===== config.mk =====
export PLATFORM = sky130hd
export DESIGN_NAME = fetch_unit
export DESIGN_NICKNAME = d
export VERILOG_FILES = /design/src/rtl/fetch_unit.sv
export SDC_FILE = /design/constraint.sdc
export NUM_CORES = 1
export LEC_CHECK = 0
export ABC_AREA = 1
export CAP_MARGIN = 20
export CELL_PAD_IN_SITES_DETAIL_PLACEMENT = 1
export CELL_PAD_IN_SITES_GLOBAL_PLACEMENT = 1
export CORE_MARGIN = 2
export CORE_UTILIZATION = 30
export CTS_CLUSTER_DIAMETER = 40
export CTS_CLUSTER_SIZE = 28
export DETAILED_ROUTE_END_ITERATION = 6
export PLACE_DENSITY_LB_ADDON = 0.05
export SYNTH_ARGS = -nofsm -noshare
export SYNTH_HDL_FRONTEND = slang
export SYNTH_SLANG_ARGS = --single-unit
export TNS_END_PERCENT = 50

===== constraint.sdc =====
create_clock -name clk -period 5.1 [get_ports clk]
set_input_delay 0.51 -clock clk [delete_from_list [all_inputs] [get_ports clk]]
set_output_delay 0.51 -clock clk [all_outputs]
set_load 0.005 [all_outputs]

===== src/rtl/fetch_unit.sv =====
// fetch_unit: PC owner issuing single-outstanding instruction fetches and presenting the held instruction
module fetch_unit #(
  parameter logic [31:0] RESET_PC  = 32'h0000_0000,
  parameter logic [31:0] NOP_INSTR = 32'h0000_0013
) (
  input  logic        clk,
  input  logic        reset,
  input  logic        stall,
  input  logic        PCSrc,
  input  logic [31:0] PCTarget,
  output logic        imem_req,
  output logic [31:0] imem_addr,
  input  logic        imem_rvalid,
  input  logic [31:0] imem_rdata,
  output logic        instr_valid,
  output logic [31:0] instr,
  output logic [6:0]  op,
  output logic [2:0]  funct3,
  output logic        funct7b5,
  output logic [31:0] pc,
  output logic [31:0] pc_plus4,
  output logic        misalign_fault,
  output logic [31:0] instret
);
  typedef enum logic [2:0] {IDLE, REQ, WAIT, VALID, FAULT} state_t;
  state_t      state_q, state_d;
  logic [31:0] pc_q, pc_d, instr_q, instr_d, instret_q, instret_d;
  logic        valid_q, valid_d, fault_q, fault_d;
  logic        retire, bad_target, capture;
  assign retire     = state_q == VALID && !stall;
  assign bad_target = retire && PCSrc && PCTarget[1:0] != 2'b00;
  assign capture    = state_q == WAIT && imem_rvalid;
  always_ff @(posedge clk) begin
    if (reset) state_q <= IDLE;
    else       state_q <= state_d;
  end
  always_comb begin
    state_d = state_q == IDLE  ? REQ :
              state_q == REQ   ? WAIT :
              state_q == WAIT  ? (imem_rvalid ? VALID : WAIT) :
              state_q == VALID ? (stall ? VALID : bad_target ? FAULT : REQ) :
              FAULT;
  end
  // A misaligned redirect still retires the instruction but leaves pc at the faulting instruction.
  always_comb begin
    pc_d      = retire && !bad_target ? (PCSrc ? PCTarget : pc_plus4) : pc_q;
    instr_d   = capture ? imem_rdata : retire ? NOP_INSTR : instr_q;
    valid_d   = capture ? 1'b1 : retire ? 1'b0 : valid_q;
    fault_d   = fault_q | bad_target;
    instret_d = instret_q + {31'b0, retire};
  end
  always_ff @(posedge clk) begin
    if (reset) begin
      pc_q      <= RESET_PC;
      instr_q   <= NOP_INSTR;
      valid_q   <= 1'b0;
      fault_q   <= 1'b0;
      instret_q <= 32'b0;
    end else begin
      pc_q      <= pc_d;
      instr_q   <= instr_d;
      valid_q   <= valid_d;
      fault_q   <= fault_d;
      instret_q <= instret_d;
    end
  end
  always_comb begin
    imem_req       = state_q == REQ;
    imem_addr      = pc_q;
    instr_valid    = valid_q;
    instr          = instr_q;
    op             = instr_q[6:0];
    funct3         = instr_q[14:12];
    funct7b5       = instr_q[30];
    pc             = pc_q;
    pc_plus4       = pc_q + 32'd4;
    misalign_fault = fault_q;
    instret        = instret_q;
  end
endmodule


==> flow_metrics.py, run 1 <==
metrics = {
    "sta": {
        "slew_headroom_pct": 33.1,
        "setup_violations": 0,
        "hold_viol_final": 0,
        "rsz0062_at_grt": "no",
        "slew_viol_final": 0,
        "hold_slack_ns": 0.471,
        "fin_crit_sh_pct": 58.6,
        "max_slew.worst_pin.slew_ns": 1.00,
        "fmax_ghz": 0.334,
        "setup_slack_ns": 2.11,
        "fin_crit_ns": 2.99,
        "tns_ns": 0,
        "fin_skew_ns": 0.0125,
    },
    "routing": {
        "routed_wl_mm": 20.8,
        "routed_via_density": 4.81,
        "drc": 0,
        "vias": 6137,
        "drt_pass1_iterations": 4,
        "final_antenna_net_count": 0,
        "drtIter0Drc": 261,
        "avgRoutedWirePerCell_um": 16.3,
    },
    "final_layout": {
        "final_cell_mix": "241 x clkdlybuf4s50_1, 228 x nand2_1, 101 x dfxtp_1",
        "nets": 1110,
        "syn_to_final_growth_pct": 44.8,
        "final_common_cell": "clkdlybuf4s50_1",
        "fillerInstances": 2348,
        "n_antenna_cell": 0,
        "final_layout_size_suffix_gt1_share_pct": 6.23,
    },
    "die": {
        "dieArea_um2": 20300,
        "core_area_um2": 18800,
        "initial_core_util_pct": 30.6,
        "die_y_um": 142,
        "die_w_um": 142,
        "fp-row-count": 50,
        "num_io_pins": 243,
    },
    "clock_tree": {
        "cts_tree": "yes",
        "cts_resized": 0,
        "path_clk_slew_ns": 0.08,
        "ctsHoldBuffers": 0,
        "clockBufferDepth": 2,
        "clk_latency_ns": 0.36,
        "h-tree-depth": 3,
        "cts_setup_buffers": 0,
        "cts_buffers": 9,
        "clock-root-buffer": "clkbuf_16",
        "clock_sinks": 101,
    },
    "logic_synthesis": {
        "synth_fp_nets": 929,
        "synth_top_cell_by_area": "dfxtp_1",
        "synth_edf_count": 0,
        "synthArstFlopShare_pct": 0,
        "ys_warn_count": 0,
        "netlist_area_um2": 5740,
        "synth_top_area_share_pct": 35.2,
        "synth_area_leaders": "dfxtp_1 35%, nand2_1 15%, a21oi_1 8.5%, buf_4 6.7%, nor2_1 5.5%",
        "synth_ff_type": "dfxtp_1",
        "ys_seq_elements": 101,
        "synth_cell_type_count": 37,
        "synth_cells": 857,
        "synth_seq_area_share_pct": 35.2,
        "syn-mean-instance-area_um2": 6.70,
    },
    "global_routing": {
        "grt_overflow": 0,
        "met1_usage_pct": 26.8,
        "grt_pass1_wl_mm": 33.0,
        "busiest_layer": "met2",
        "antenna_found_initial": 0,
        "first_global_vias": 6193,
        "track_usage_pct": 20.5,
        "met2_usage_pct": 34.4,
        "use_met3_pct": 5.35,
        "grt_max_degree": 59,
    },
    "run": {
        "drv_cap": 0,
    },
    "critical_path": {
        "startpoint_type": "register",
        "cp_max_fo": 5,
        "cp-end-kind": "output pin",
        "r2r_cells": 11,
        "r2r_slack_ns": 2.86,
        "cp.arrival_ns": 2.48,
        "cp.required_ns": 4.59,
        "critPathKind": "register to output pin",
    },
    "placed_design": {
        "place_ws_ns": 2.36,
        "io_buffers": 242,
        "dpl.hpwl_mm": 15.4,
        "place_congestion": 0.814,
    },
    "power_and_ir_drop": {
        "irDropWorstVdd_v": 0.000166,
        "power.internal_w": 0.00142,
        "seq_power_share_pct": 43.9,
        "swShare_pct": 28.4,
        "p_switching_w": 0.000562,
        "p_per_area_nw_per_um2": 238,
        "combPwrFrac_pct": 17.6,
        "power.leakage_nw": 2.88,
        "clock_power_share_pct": 38.5,
    },
    "hold_path": {
        "holdCritPathClass": "register to register",
        "hold_depth": 2,
    },
    "status": {
        "status": "finished, final reports clean",
    },
}
sequential cells by signal, indices dropped and copies added (netlist names):
signal	cells
misalign_fault	1
instret	32
imem_addr	32
instr	32
instr_valid	1
state_q	3
cell families (layout without fill, tap and decap cells):
| logic type | count (synthesis) | in the layout | share of synthesized area [%] |
|---|---|---|---|
| AOI/OAI and AO/OA | 146 | 146 | 13.2 |
| and+or+nand+nor | 445 | 445 | 34.6 |
| DFF | 101 | 101 | 35.2 |
| buffers and inverters | 146 | 332 | 13.0 |
| adders and majority gates | 3 | 3 | 0.654 |
| xor gates and xnor gates | 16 | 16 | 3.35 |
layout make-up:
class / instances / area, um^2 / area share (%)
Multi-Input combinational cell: 610 / 2980 / 35.8
Timing Repair Buffer: 246 / 2450 / 29.4
Sequential cell: 101 / 2020 / 24.3
Tap cell: 234 / 293 / 3.52
Inverter: 70 / 263 / 3.16
Clock buffer: 9 / 225 / 2.71
Clock inverter: 7 / 91.3 / 1.10
cells in the mapped netlist (4+ instances only):
master,n
a21oi_1,97
inv_2,4
xor2_1,6
a31oi_1,5
clkbuf_1,18
nor2_4,8
buf_2,5
nor2_1,84
xor2_2,7
dfxtp_1,101
nand2_1,228
and2_1,5
nand3_1,62
nand3b_1,12
nand2_2,12
o21ai_0,36
nor3_1,16
nor2_2,7
buf_4,51
inv_1,66
per-stage QoR:
stage                     power, W  cell area (um^2)  cells  utilization [%]
after floorplan            0.00104              5740    857                -
after global placement     0.00124              8000   1261             42.6
after detailed placement   0.00124              8000   1261             42.6
after CTS                  0.00200              8320   1277             44.3
after global routing       0.00208              8320   1277             44.3
final                      0.00198              8320   1277             44.3
worst max-delay path: stages, from the launching register on:
cell	delay, ns
dfxtp_1	0.43
ha_1	0.25
nand3_1	0.15
nor3_1	0.40
nand3b_1	0.12
nand2_1	0.09
and2_1	0.15
clkdlybuf4s50_1	0.51
power groups by stage:
stage          registers (W)  logic, W  clock network, W
6_report            0.000870  0.000349          0.000762
5_1_grt             0.000877  0.000385          0.000817
4_1_cts             0.000870  0.000355          0.000778
3_5_place_dp        0.000888  0.000353                 0
3_3_place_gp        0.000887  0.000352                 0
2_1_floorplan       0.000881  0.000160                 0
layer usage:
metal / share of wire [%] / up-vias
met3: 6.1 / 11
met5: 0 / -
met1: 47 / 2900
met4: 0.74 / 0
li1: - / 3072
met2: 46 / 154
final timing paths:
check	start	to
hold / removal	misalign_fault	misalign_fault
hold reg to reg	misalign_fault	misalign_fault
setup / recovery	imem_addr[3]	pc_plus4[26]
setup reg to reg	state_q[1]	instret[28]
Power figures use the tool's default switching activity.
==> inputs of run 2 (changes only) <==
- CORE_UTILIZATION: 30 -> 26
- clock period: 5.1 -> 2.72 ns (I/O delays scaled with it)
==> flow_metrics.py, run 2 (synthesis results as in run 1) <==
metrics = {
    "routing": {
        "routed_wl_mm": 22.2,
        "final_antenna_net_count": 0,
        "drtIter0Drc": 215,
        "drc": 0,
        "avgRoutedWirePerCell_um": 16.7,
        "drt_pass1_iterations": 4,
        "routed_via_density": 4.64,
        "vias": 6182,
    },
    "final_layout": {
        "final_cell_mix": "241 x clkdlybuf4s50_1, 228 x nand2_1, 97 x a21oi_1",
        "nets": 1120,
        "final_layout_size_suffix_gt1_share_pct": 7.79,
        "final_common_cell": "clkdlybuf4s50_1",
        "n_antenna_cell": 0,
        "syn_to_final_growth_pct": 47.3,
        "stdcell_count": 1333,
        "fillerInstances": 2685,
    },
    "sta": {
        "hold_viol_final": 0,
        "slew_viol_final": 0,
        "setup_violations": 0,
        "slew_headroom_pct": 46.0,
        "tns_ns": 0,
        "rsz0062_at_grt": "no",
        "fin_crit_ns": 2.53,
        "max_slew.worst_pin.slew_ns": 0.810,
        "fmax_ghz": 0.395,
        "fin_crit_sh_pct": 93.1,
        "fin_skew_ns": 0.0174,
    },
    "power_and_ir_drop": {
        "p_per_area_nw_per_um2": 436,
        "irDropWorstVdd_v": 0.000237,
        "power.leakage_nw": 2.93,
    },
    "global_routing": {
        "grt_overflow": 0,
        "track_usage_pct": 19.0,
        "antenna_found_initial": 0,
        "grt_max_degree": 58,
        "first_global_vias": 6371,
        "grt_pass1_wl_mm": 35.6,
    },
    "placed_design": {
        "dpl.hpwl_mm": 16.6,
        "place_inst": 1316,
        "place_congestion": 0.804,
        "io_buffers": 242,
    },
    "clock_tree": {
        "clockBufferDepth": 2,
        "path_clk_slew_ns": 0.08,
        "cts_buffers": 9,
        "h-tree-depth": 3,
        "clk_latency_ns": 0.36,
        "cts_tree": "yes",
        "clock_sinks": 101,
        "clock-root-buffer": "clkbuf_16",
    },
    "die": {
        "fp-row-count": 54,
        "die_y_um": 153,
        "num_io_pins": 243,
        "initial_core_util_pct": 26.4,
        "die_w_um": 153,
        "core_area_um2": 21800,
        "dieArea_um2": 23300,
    },
    "critical_path": {
        "cp.required_ns": 2.45,
        "critPathKind": "register to output pin",
        "cp_common_cell": "nand2_1",
        "cpMaxStageDelayCell": "dfxtp_1",
        "cp.arrival_ns": 2.26,
        "cp_max_fo": 7,
        "cpPeakStageDelay_ns": 0.51,
        "cp-end-kind": "output pin",
        "startpoint_type": "register",
        "timing.critical_path.cells": "nand2_1 -> nor2_1 -> nand2_1 -> nor2_1 -> nand3_1 -> nand2_1 -> clkdlybuf4s50_1",
    },
    "status": {
        "status": "finished, final reports clean",
    },
    "hold_path": {
        "holdCritPathClass": "register to register",
    },
    "run": {
        "drv_cap": 0,
    },
}
-- run 2: path summary, 6_finish.rpt --
kind,start,end,slack [ns],cells past startpoint
worst max-delay path,imem_addr[22],pc_plus4[27],0.19,7
worst min-delay path,misalign_fault,misalign_fault,0.46,2
worst max register to register,state_q[1],instret[7],0.67,8
worst min register to register,misalign_fault,misalign_fault,0.46,2
-- run 2: through the flow --
| step | power [W] | hold WS (ns) | cell area [um^2] | setup slack [ns] | util (%) |
|---|---|---|---|---|---|
| floorplan | 0.00195 | 0.409 | 5740 | 0.841 | - |
| global placement | 0.00235 | 0.437 | 8130 | 0.449 | 37.4 |
| detailed placement | 0.00235 | 0.451 | 8130 | 0.382 | 37.4 |
| CTS | 0.00375 | 0.450 | 8450 | 0.0462 | 38.8 |
| global route | 0.00388 | 0.458 | 8460 | 0.00221 | 38.9 |
| finish | 0.00369 | 0.460 | 8460 | 0.186 | 38.9 |
-- run 2: what timing repair did --
item / 4_1_cts / 5_1_grt
setup endpoints to repair: 1 / 6
buffers inserted: 0 / 1
pin swaps: 0 / 1
resized for setup: 1 / 6
hold buffers: 0 / 0
-- run 2: routing by layer --
metal,wire [um],track usage [%],up-vias
met5,0,0,-
met4,181,3.79,0
met3,1220,4.52,13
met2,10100,30.1,153
met1,10700,26.3,2907
li1,-,-,3109
-- run 2: report_power, final --
| group | switching [W] | internal (W) |
|---|---|---|
| logic | 0.000299 | 0.000378 |
| registers | 0.0000760 | 0.00155 |
| clock network | 0.000718 | 0.000665 |
-- run 2: area by class of cell --
| type | count | area [um^2] | area share, % |
|---|---|---|---|
| Clock buffer | 9 | 225 | 2.66 |
| Clock inverter | 7 | 88.8 | 1.05 |
| Inverter | 70 | 263 | 3.11 |
| Multi-Input combinational cell | 610 | 2980 | 35.3 |
| Sequential cell | 101 | 2030 | 24.0 |
| Tap cell | 280 | 350 | 4.14 |
| Timing Repair Buffer | 256 | 2520 | 29.8 |
-- run 2: critical path, delay by kind of cell, from the launching register on --
kind | cells | cell delay [ns]
AND/OR/NAND/NOR | 6 | 0.90
flip-flops | 1 | 0.51
buffers and inverters | 1 | 0.51
==> inputs of run 3 (changes only) <==
- CORE_MARGIN: 2 -> 5
==> flow_metrics.py, run 3 (synthesis results as in run 1) <==
metrics = {
    "sta": {
        "slew_headroom_pct": 44.3,
        "slew_viol_final": 0,
        "fin_crit_sh_pct": 94.5,
        "hold_viol_final": 0,
        "fin_skew_ns": 0.0134,
        "rsz0062_at_grt": "yes",
        "fin_crit_ns": 2.57,
        "max_slew.worst_pin.slew_ns": 0.834,
        "fmax_ghz": 0.389,
        "setup_violations": 0,
    },
    "final_layout": {
        "stdcell_count": 1338,
        "regArea_um2": 2030,
        "final_common_cell": "clkdlybuf4s50_1",
        "syn_to_final_growth_pct": 47.7,
        "multi_input_area_um2": 2990,
        "fillerInstances": 2731,
        "final_cell_mix": "241 x clkdlybuf4s50_1, 228 x nand2_1, 97 x a21oi_1, 97 x dfxtp_1, 83 x nor2_1",
        "final_layout_size_suffix_gt1_share_pct": 8.14,
        "nets": 1124,
    },
    "die": {
        "fp-row-count": 54,
        "die_w_um": 159,
        "core_area_um2": 21800,
        "dieArea_um2": 25200,
        "num_io_pins": 243,
        "initial_core_util_pct": 26.3,
        "die_y_um": 159,
    },
    "routing": {
        "drc": 0,
        "routed_via_density": 4.64,
        "vias": 6202,
        "avgRoutedWirePerCell_um": 17.3,
        "drtIter0Drc": 224,
        "drt_pass1_iterations": 4,
        "final_antenna_net_count": 0,
        "routed_wl_mm": 23.1,
    },
    "global_routing": {
        "grt_overflow": 0,
        "antenna_found_initial": 1,
        "first_global_vias": 6375,
        "track_usage_pct": 18.1,
        "grt_max_degree": 58,
        "grt_pass1_wl_mm": 35.7,
    },
    "critical_path": {
        "cp.arrival_ns": 2.30,
        "r2r_cells": 12,
        "cp_max_fo": 7,
        "startpoint_type": "register",
        "critPathKind": "register to output pin",
        "cp-end-kind": "output pin",
        "cp.required_ns": 2.45,
    },
    "power_and_ir_drop": {
        "p_per_area_nw_per_um2": 433,
        "fin_total_pwr_w": 0.00367,
        "irDropWorstVdd_v": 0.000276,
        "power.leakage_nw": 2.94,
    },
    "hold_path": {
        "holdCritPathClass": "input pin to register",
        "hold_depth": 3,
    },
    "clock_tree": {
        "cts_buffers": 9,
        "h-tree-depth": 3,
        "cts_tree": "yes",
        "clk_latency_ns": 0.36,
        "clock_sinks": 101,
        "clock-root-buffer": "clkbuf_16",
        "path_clk_slew_ns": 0.09,
        "clockBufferDepth": 2,
    },
    "placed_design": {
        "place_inst": 1320,
        "place_congestion": 0.853,
        "dpl.hpwl_mm": 17.5,
        "io_buffers": 242,
    },
    "status": {
        "status": "finished, final reports clean",
    },
    "run": {
        "drv_cap": 0,
    },
}
-- run 3: layout make-up --
class | count | area share [%]
diodes | 1 | 0.0295
clock buffers | 9 | 2.65
clock inverters | 7 | 0.929
inverters | 70 | 3.10
multi-input cells | 610 | 35.2
flip-flops and latches | 101 | 23.9
well taps | 280 | 4.13
repair buffers | 260 | 30.1
-- run 3: power breakdown --
part           total (W)  switching, W  leakage [nW]  internal [W]
logic           0.000688      0.000307          1.97      0.000381
clock network    0.00136      0.000705         0.148      0.000658
registers        0.00162     0.0000734         0.818       0.00155
total            0.00367       0.00109          2.94       0.00259
-- run 3: final timing paths --
| kind | end | startpoint | slack, ns |
|---|---|---|---|
| hold / removal | instr[15] | imem_rdata[15] | 0.46 |
| hold reg to reg | instr_valid | instr_valid | 0.47 |
| setup reg to reg | instret[28] | state_q[2] | 0.71 |
| setup / recovery | pc_plus4[23] | imem_addr[4] | 0.15 |
-- run 3: per-layer routing --
layer	GRT usage, %	vias up	wire length (um)
li1	-	3104	-
met1	23.9	2919	10600
met2	29.2	164	10600
met3	5.52	15	1630
met4	3.61	0	274
met5	0	-	0
-- run 3: repair_timing --
item,4_1_cts,5_1_grt
hold buffers,0,0
pin swaps,0,1
resized for setup,1,6
endpoints found under the setup margin,2,12
buffers inserted,0,1
-- run 3: critical path, stage by stage, from the launching register on --
cell and delay (ns):
dfxtp_1 0.50, nand2_2 0.11, nor2_4 0.16, nand2_4 0.14
nor2_1 0.24, nand2_1 0.08, nand2_1 0.07, and2_1 0.11
clkdlybuf4s50_1 0.51
-- run 3: per-stage QoR --
stage               setup TNS [ns]  util (%)  worst slack, ns  hold WS [ns]  cell area [um^2]
finish                           0      38.9            0.150         0.461              8490
global route               -0.0175      38.9          -0.0133         0.454              8490
CTS                              0      38.8           0.0259         0.449              8470
global placement                 0      37.4            0.452         0.447              8160
floorplan                        0         -            0.841         0.409              5740
detailed placement               0      37.4            0.407         0.466              8160
==> edit 1 (settings of run 1) <==
Re-encode `state_t` (5 states) as one-hot, 5 bits wide.
--- a/src/rtl/fetch_unit.sv
+++ b/src/rtl/fetch_unit.sv
@@ -23,5 +23,5 @@
   output logic [31:0] instret
 );
-  typedef enum logic [2:0] {IDLE, REQ, WAIT, VALID, FAULT} state_t;
+  typedef enum logic [4:0] {IDLE = 5'b00001, REQ = 5'b00010, WAIT = 5'b00100, VALID = 5'b01000, FAULT = 5'b10000} state_t;
   state_t      state_q, state_d;
   logic [31:0] pc_q, pc_d, instr_q, instr_d, instret_q, instret_d;
Function: no difference found for any inputs over 10 cycles, from zero or initial values and one cycle with reset high; not proved beyond that.
==> edit 1 against run 1 <==
Register-to-register slack got worse by 770 ps. Sequential cell count increased by 2. Synthesized cell count increased by 5.7%. Core utilization decreased by 0.59 points. Worst setup slack got worse by 130 ps. Largest cell class unchanged. Design area increased by 1.3%. Clock skew decreased by 3.9 ps. Synthesized area increased by 1.8%. Routed wire length increased by 2.4%. Non-clock buffer count decreased by 2.
Power is not compared: it rests on default switching activity, and its combinational part moved more than twofold at a synthesized area within 25%.
==> edit 1: results (changes against run 1) <==
GRT
  – Largest net degree at the start of global routing: 48 (-19%)
  – All-layer global routing usage: 20.59% (+0.099 points)
  – Via count of the first global-routing pass: 6278 (+1.4%)
  – Global-route wire length before repair: 33510 um (+1.5%)
  – Number of antenna violations at the first check in global routing: 0 (unchanged)

Yosys
  – Most numerous cell types in the synthesized netlist: sky130_fd_sc_hd__nand2_1, sky130_fd_sc_hd__nor2_1, sky130_fd_sc_hd__dfxtp_1
  – Proportion of synthesized flip-flops having asynchronous set or reset: 0% (unchanged)
  – Area fraction in compound gates after synthesis: 9.799% (-3.4 points)
  – Count of different cell masters after synthesis: 34 (-8.1%)
  – Share of synthesized area occupied by flip-flops and latches: 35.26% (+0.060 points)
  – Multiplexer area fraction after synthesis: 0% (unchanged)
  – Main synth FF type: sky130_fd_sc_hd__dfxtp_1
  – Post-synthesis adder-cell area fraction: 0.6418% (-0.012 points)
  – Largest cells by area after synthesis: sky130_fd_sc_hd__dfxtp_1, sky130_fd_sc_hd__nand2_1, sky130_fd_sc_hd__nor2_1
  – Post-Synthesis Net Count: 978 (+5.3%)
  – Fraction of synthesized cell area in xor and xnor cells: 1.647% (-1.7 points)

Cells and area
  – Final-layout fill cell count: 2483 (+5.7%)
  – Fraction of layout cells with a size suffix above 1: 3.480% (-2.8 points)
  – Final-stage net count: 1159 (+4.4%)
  – Diodes inserted: 0 (unchanged)

Placed design
  – Post-DP Area: 8119 um2 (+1.5%)
  – Buffers added on ports: 242 (unchanged)
  – Routability Congestion: 0.8211 (+0.85%)
  – Final HPWL from detailed placement: 15880 um (+3.5%)

Critical path
  – Largest fanout of any net on the critical path: 6 (+1)
  – CP startpoint: imem_addr[3]
  – Worst Setup Start Kind: register
  – Endpoint arrival time on the critical path: 2610 ps (+130 ps)
  – Delay of the slowest cell on the worst path: roughly 500 ps
  – Beginning of the worst register-to-register path: state_q[0]
  – Crit path max-delay cell type: sky130_fd_sc_hd__clkdlybuf4s50_1

Detailed routing
  – Number of detailed-routing iterations run before antenna repair: 4 (unchanged)
  – DR vias: 6354 (+3.5%)
  – Total wire length: 21300 um (+2.4%)
  – Iter 0 DRT Violations: 283 (+8.4%)

Timing
  – Relative slew slack: 32.94% (-0.20 points)
  – Clock Skews: 8.659 ps (-3.861 ps)

Hold path
  – Hold Path Origin: instr_valid

Outcome
  – Run status: finished clean

Power
  – Leakage: ~2.9 nW
  – IR drop worst, VDD: 0.1517 mV

Clock tree
  – Buffers from clock root to sink, at most: 2 (unchanged)
  – Clk_lat worst skew: 360 ps (about the same)
==> edit 1: changes by cell type in the layout (fill, tap and decap cells not counted), sizes merged, moves of 3 or more <==
cell and delta:
xor2 -3, nand4 +17, nand3 +7, inv +10, a21oi -17, nor3 -6
nand2 +34, o21ai -20, nor2 +27
==> edit 1: metal layers <==
metal	share of wire, %	wire (um)	vias up	global-route usage, %
met4	0.82	175	0	4.231
met2	44	9422	163	32.36
met5	0	0	-	0
met1	49	10420	2965	29.05
li1	-	-	3211	-
met3	6.0	1285	15	4.465
==> edit 1: final cells by class <==
class | count | area [um2] | share of cell area, %
timing repair buffer | 244 | 2432 | 28.86
clock inverter | 7 | 83.83 | 0.9947
tap | 265 | 331.6 | 3.934
multi-input combinational | 649 | 2993 | 35.51
clock buffer | 9 | 225.2 | 2.672
sequential | 103 | 2062 | 24.47
inverter | 80 | 300.3 | 3.563
==> edit 1: worst paths after layout <==
| path | endpoint | cells past startpoint | slack (ps) |
|---|---|---|---|
| min reg2reg | instr_valid | 2 | 470 |
| max reg2reg | instret[18] | 12 | 2090 |
| min | instr_valid | 2 | 470 |
| max | pc_plus4[28] | 8 | 1980 |
==> edit 1: power breakdown <==
group,internal (mW),leakage [nW],total [mW],switching (mW)
Combinational,0.0521,1.90,0.0918,0.0397
Clock,0.392,0.149,0.751,0.360
Sequential,0.805,0.830,0.807,0.00201
Total,1.25,2.88,1.65,0.401
==> edit 1: per-stage QoR <==
step	instances	setup WS, ps
3_3_place_gp	1341	1952
3_5_place_dp	1341	1833
2_1_floorplan	906	2734
4_1_cts	1357	1947
6_report	1357	1977
5_1_grt	1357	1768
==> edit 2 (config.mk and constraints of run 1) <==
Made on the original files. The parameter `NOP_INSTR` goes from 32'h0000_0013 to 32'h00000009.
--- a/src/rtl/fetch_unit.sv
+++ b/src/rtl/fetch_unit.sv
@@ -2,5 +2,5 @@
 module fetch_unit #(
   parameter logic [31:0] RESET_PC  = 32'h0000_0000,
-  parameter logic [31:0] NOP_INSTR = 32'h0000_0013
+  parameter logic [31:0] NOP_INSTR = 32'h00000009
 ) (
   input  logic        clk,
Function: changed (a bounded check fails within 4 cycles, from zero or initial values and one cycle with reset high).
==> edit 2 against run 1 <==
Hold slack worse by 16 ps. Combinational power is 1% higher. Global-route usage is 0.67 points higher. Routed wire length grew 2.6%. Worst setup slack got worse by 170 ps. Critical path type is now in -> reg. Synthesized area down 0.15%. Total power rose by 2.4%. Design area is 0.32% higher. Sequential cell count unchanged. Largest power group unchanged.
==> edit 2: results (changes against run 1) <==
Clock tree
  – Clk_lat worst skew: 350 ps
  – Buffers from clock root to sink, at most: 2 (unchanged)
  – # resized after CTS: 0 (unchanged)
  – Clock root cell: sky130_fd_sc_hd__clkbuf_16
  – Clk pin slew, worst setup/hold paths: 80 ps (about the same)
  – H-tree depth reported by CTS: 3 (unchanged)
  – Number of buffers created by CTS: 9 (unchanged)
  – Total setup buffers inserted after CTS: 0 (unchanged)

GRT
  – Overflow left after global routing: 0 (unchanged)
  – All-layer global routing usage: 21.16% (+0.67 points)
  – Largest net degree at the start of global routing: 60 (+1.7%)
  – Via count of the first global-routing pass: 6288 (+1.5%)
  – Number of antenna violations at the first check in global routing: 0 (unchanged)
  – Global-route wire length before repair: 33920 um (+2.8%)

Critical path
  – Crit path max-delay cell type: sky130_fd_sc_hd__o21ai_4
  – Delay of the slowest cell on the worst path: 720 ps (+210 ps)
  – Largest fanout of any net on the critical path: 35 (+30)
  – Endpoint arrival time on the critical path: 3400 ps (+920 ps)
  – Family with the most delay on the worst path: buffers and inverters

Yosys
  – Proportion of synthesized flip-flops having asynchronous set or reset: 0% (unchanged)
  – Share of synthesized area occupied by flip-flops and latches: 35.25% (+0.054 points)
  – Largest cells by area after synthesis: sky130_fd_sc_hd__dfxtp_1, sky130_fd_sc_hd__nand2_1, sky130_fd_sc_hd__a21oi_1
  – Main synth FF type: sky130_fd_sc_hd__dfxtp_1
  – Most numerous cell types in the synthesized netlist: sky130_fd_sc_hd__nand2_1, sky130_fd_sc_hd__dfxtp_1, sky130_fd_sc_hd__a21oi_1
  – Count of different cell masters after synthesis: 38 (+2.7%)
  – Count of synthesis-stage warnings from yosys: 0 (unchanged)
  – Post-Synthesis Net Count: 931 (+0.22%)
  – Synth Instances: 859 (+0.23%)

Placed design
  – Post-DP Area: 8008 um2 (about the same)
  – Buffers added on ports: 242 (unchanged)
  – Routability Congestion: 0.8088 (-0.66%)
  – Final HPWL from detailed placement: 15870 um (+3.4%)

Detailed routing
  – Number of vias per cell after detailed routing: 4.819 (+0.27%)
  – WL/cell: 16.68 um (+2.4%)
  – Number of detailed-routing iterations run before antenna repair: 4 (unchanged)
  – Iter 0 DRT Violations: 217 (-17%)

Power
  – IR drop worst, VDD: 0.1389 mV (-16%)
  – Leakage: 2.917 nW (+1.3%)

Timing
  – Relative slew slack: 29.61% (-3.5 points)
  – Clock Skews: 12.18 ps (-0.3391 ps)
  – Hold Violations, Final: 0 (unchanged)

Cells and area
  – Diodes inserted: 0 (unchanged)
  – Final-layout fill cell count: 2356 (+0.34%)
  – Fraction of layout cells with a size suffix above 1: 5.263% (-0.97 points)
  – Final non-filler cell total: 1279 (+0.16%)
  – Final-stage net count: 1112 (+0.18%)

Hold path
  – Type of the worst min-delay path: reg -> reg

Outcome
  – Run status: finished clean
[edit 2: changes by cell type after synthesis, sizes merged]
| cell | change |
|---|---|
| buf | -2 |
| inv | -1 |
| o22ai | -1 |
| clkbuf | +3 |
| nand3 | +1 |
| a21oi | +1 |
| clkinv | +1 |
[edit 2: worst register-to-register path, stage by stage (launching register included)]
cell,delay (ps)
sky130_fd_sc_hd__dfxtp_1,400
sky130_fd_sc_hd__nand3_1,170
sky130_fd_sc_hd__nor2_4,200
sky130_fd_sc_hd__ha_1,280
sky130_fd_sc_hd__ha_1,270
sky130_fd_sc_hd__nand2_1,90
sky130_fd_sc_hd__nor2_1,330
sky130_fd_sc_hd__inv_1,100
sky130_fd_sc_hd__nor2_1,210
sky130_fd_sc_hd__nand2_1,80
sky130_fd_sc_hd__nand2_1,60
sky130_fd_sc_hd__a21oi_1,50
[edit 2: cell families after synthesis]
group           synth area share (%)
simple gates                   34.51
flops                          35.25
xor+xnor                       3.360
fa+ha+maj                     0.6545
buf+inv                        12.89
compound gates                 13.33
[edit 2: where the power goes]
| part | total (mW) | switching (mW) | internal (mW) |
|---|---|---|---|
| logic | 0.354 | 0.157 | 0.197 |
| registers | 0.868 | 0.0418 | 0.826 |
| clock network | 0.806 | 0.361 | 0.445 |
[edit 2: final cells by class]
class | count | area (um2) | area share, %
clock buffers | 9 | 225.2 | 2.699
clock inverters | 7 | 111.4 | 1.335
inverters | 70 | 264.0 | 3.164
multi-input cells | 611 | 2974 | 35.64
flip-flops and latches | 101 | 2022 | 24.23
well taps | 234 | 292.8 | 3.509
repair buffers | 247 | 2455 | 29.42
[edit 2: final timing paths]
check | startpoint | endpoint | slack [ps] | cells after the start
worst min register to register | misalign_fault | misalign_fault | 460 | 2
worst max register to register | state_q[1] | instret[28] | 2720 | 11
worst max-delay path | PCSrc | imem_addr[19] | 1940 | 7
worst min-delay path | misalign_fault | misalign_fault | 460 | 2
[edit 2: per-layer routing]
metal  GRT usage (%)  vias up  routed length [um]
li1                -     3078                   -
met1           27.57     2913                9736
met2           35.29      159                9885
met3           5.417       13                1493
met4           4.684        0                 222
met5               0        -                   0
[edit 2: stage by stage]
step	setup slack [ps]	total power [mW]	hold slack, ps
after floorplan	3166	1.036	446.6
after global placement	1691	1.241	442.4
after detailed placement	1621	1.244	444.7
after CTS	1998	2.055	456.5
after global routing	1704	2.114	494.4
final	1938	2.028	455.1
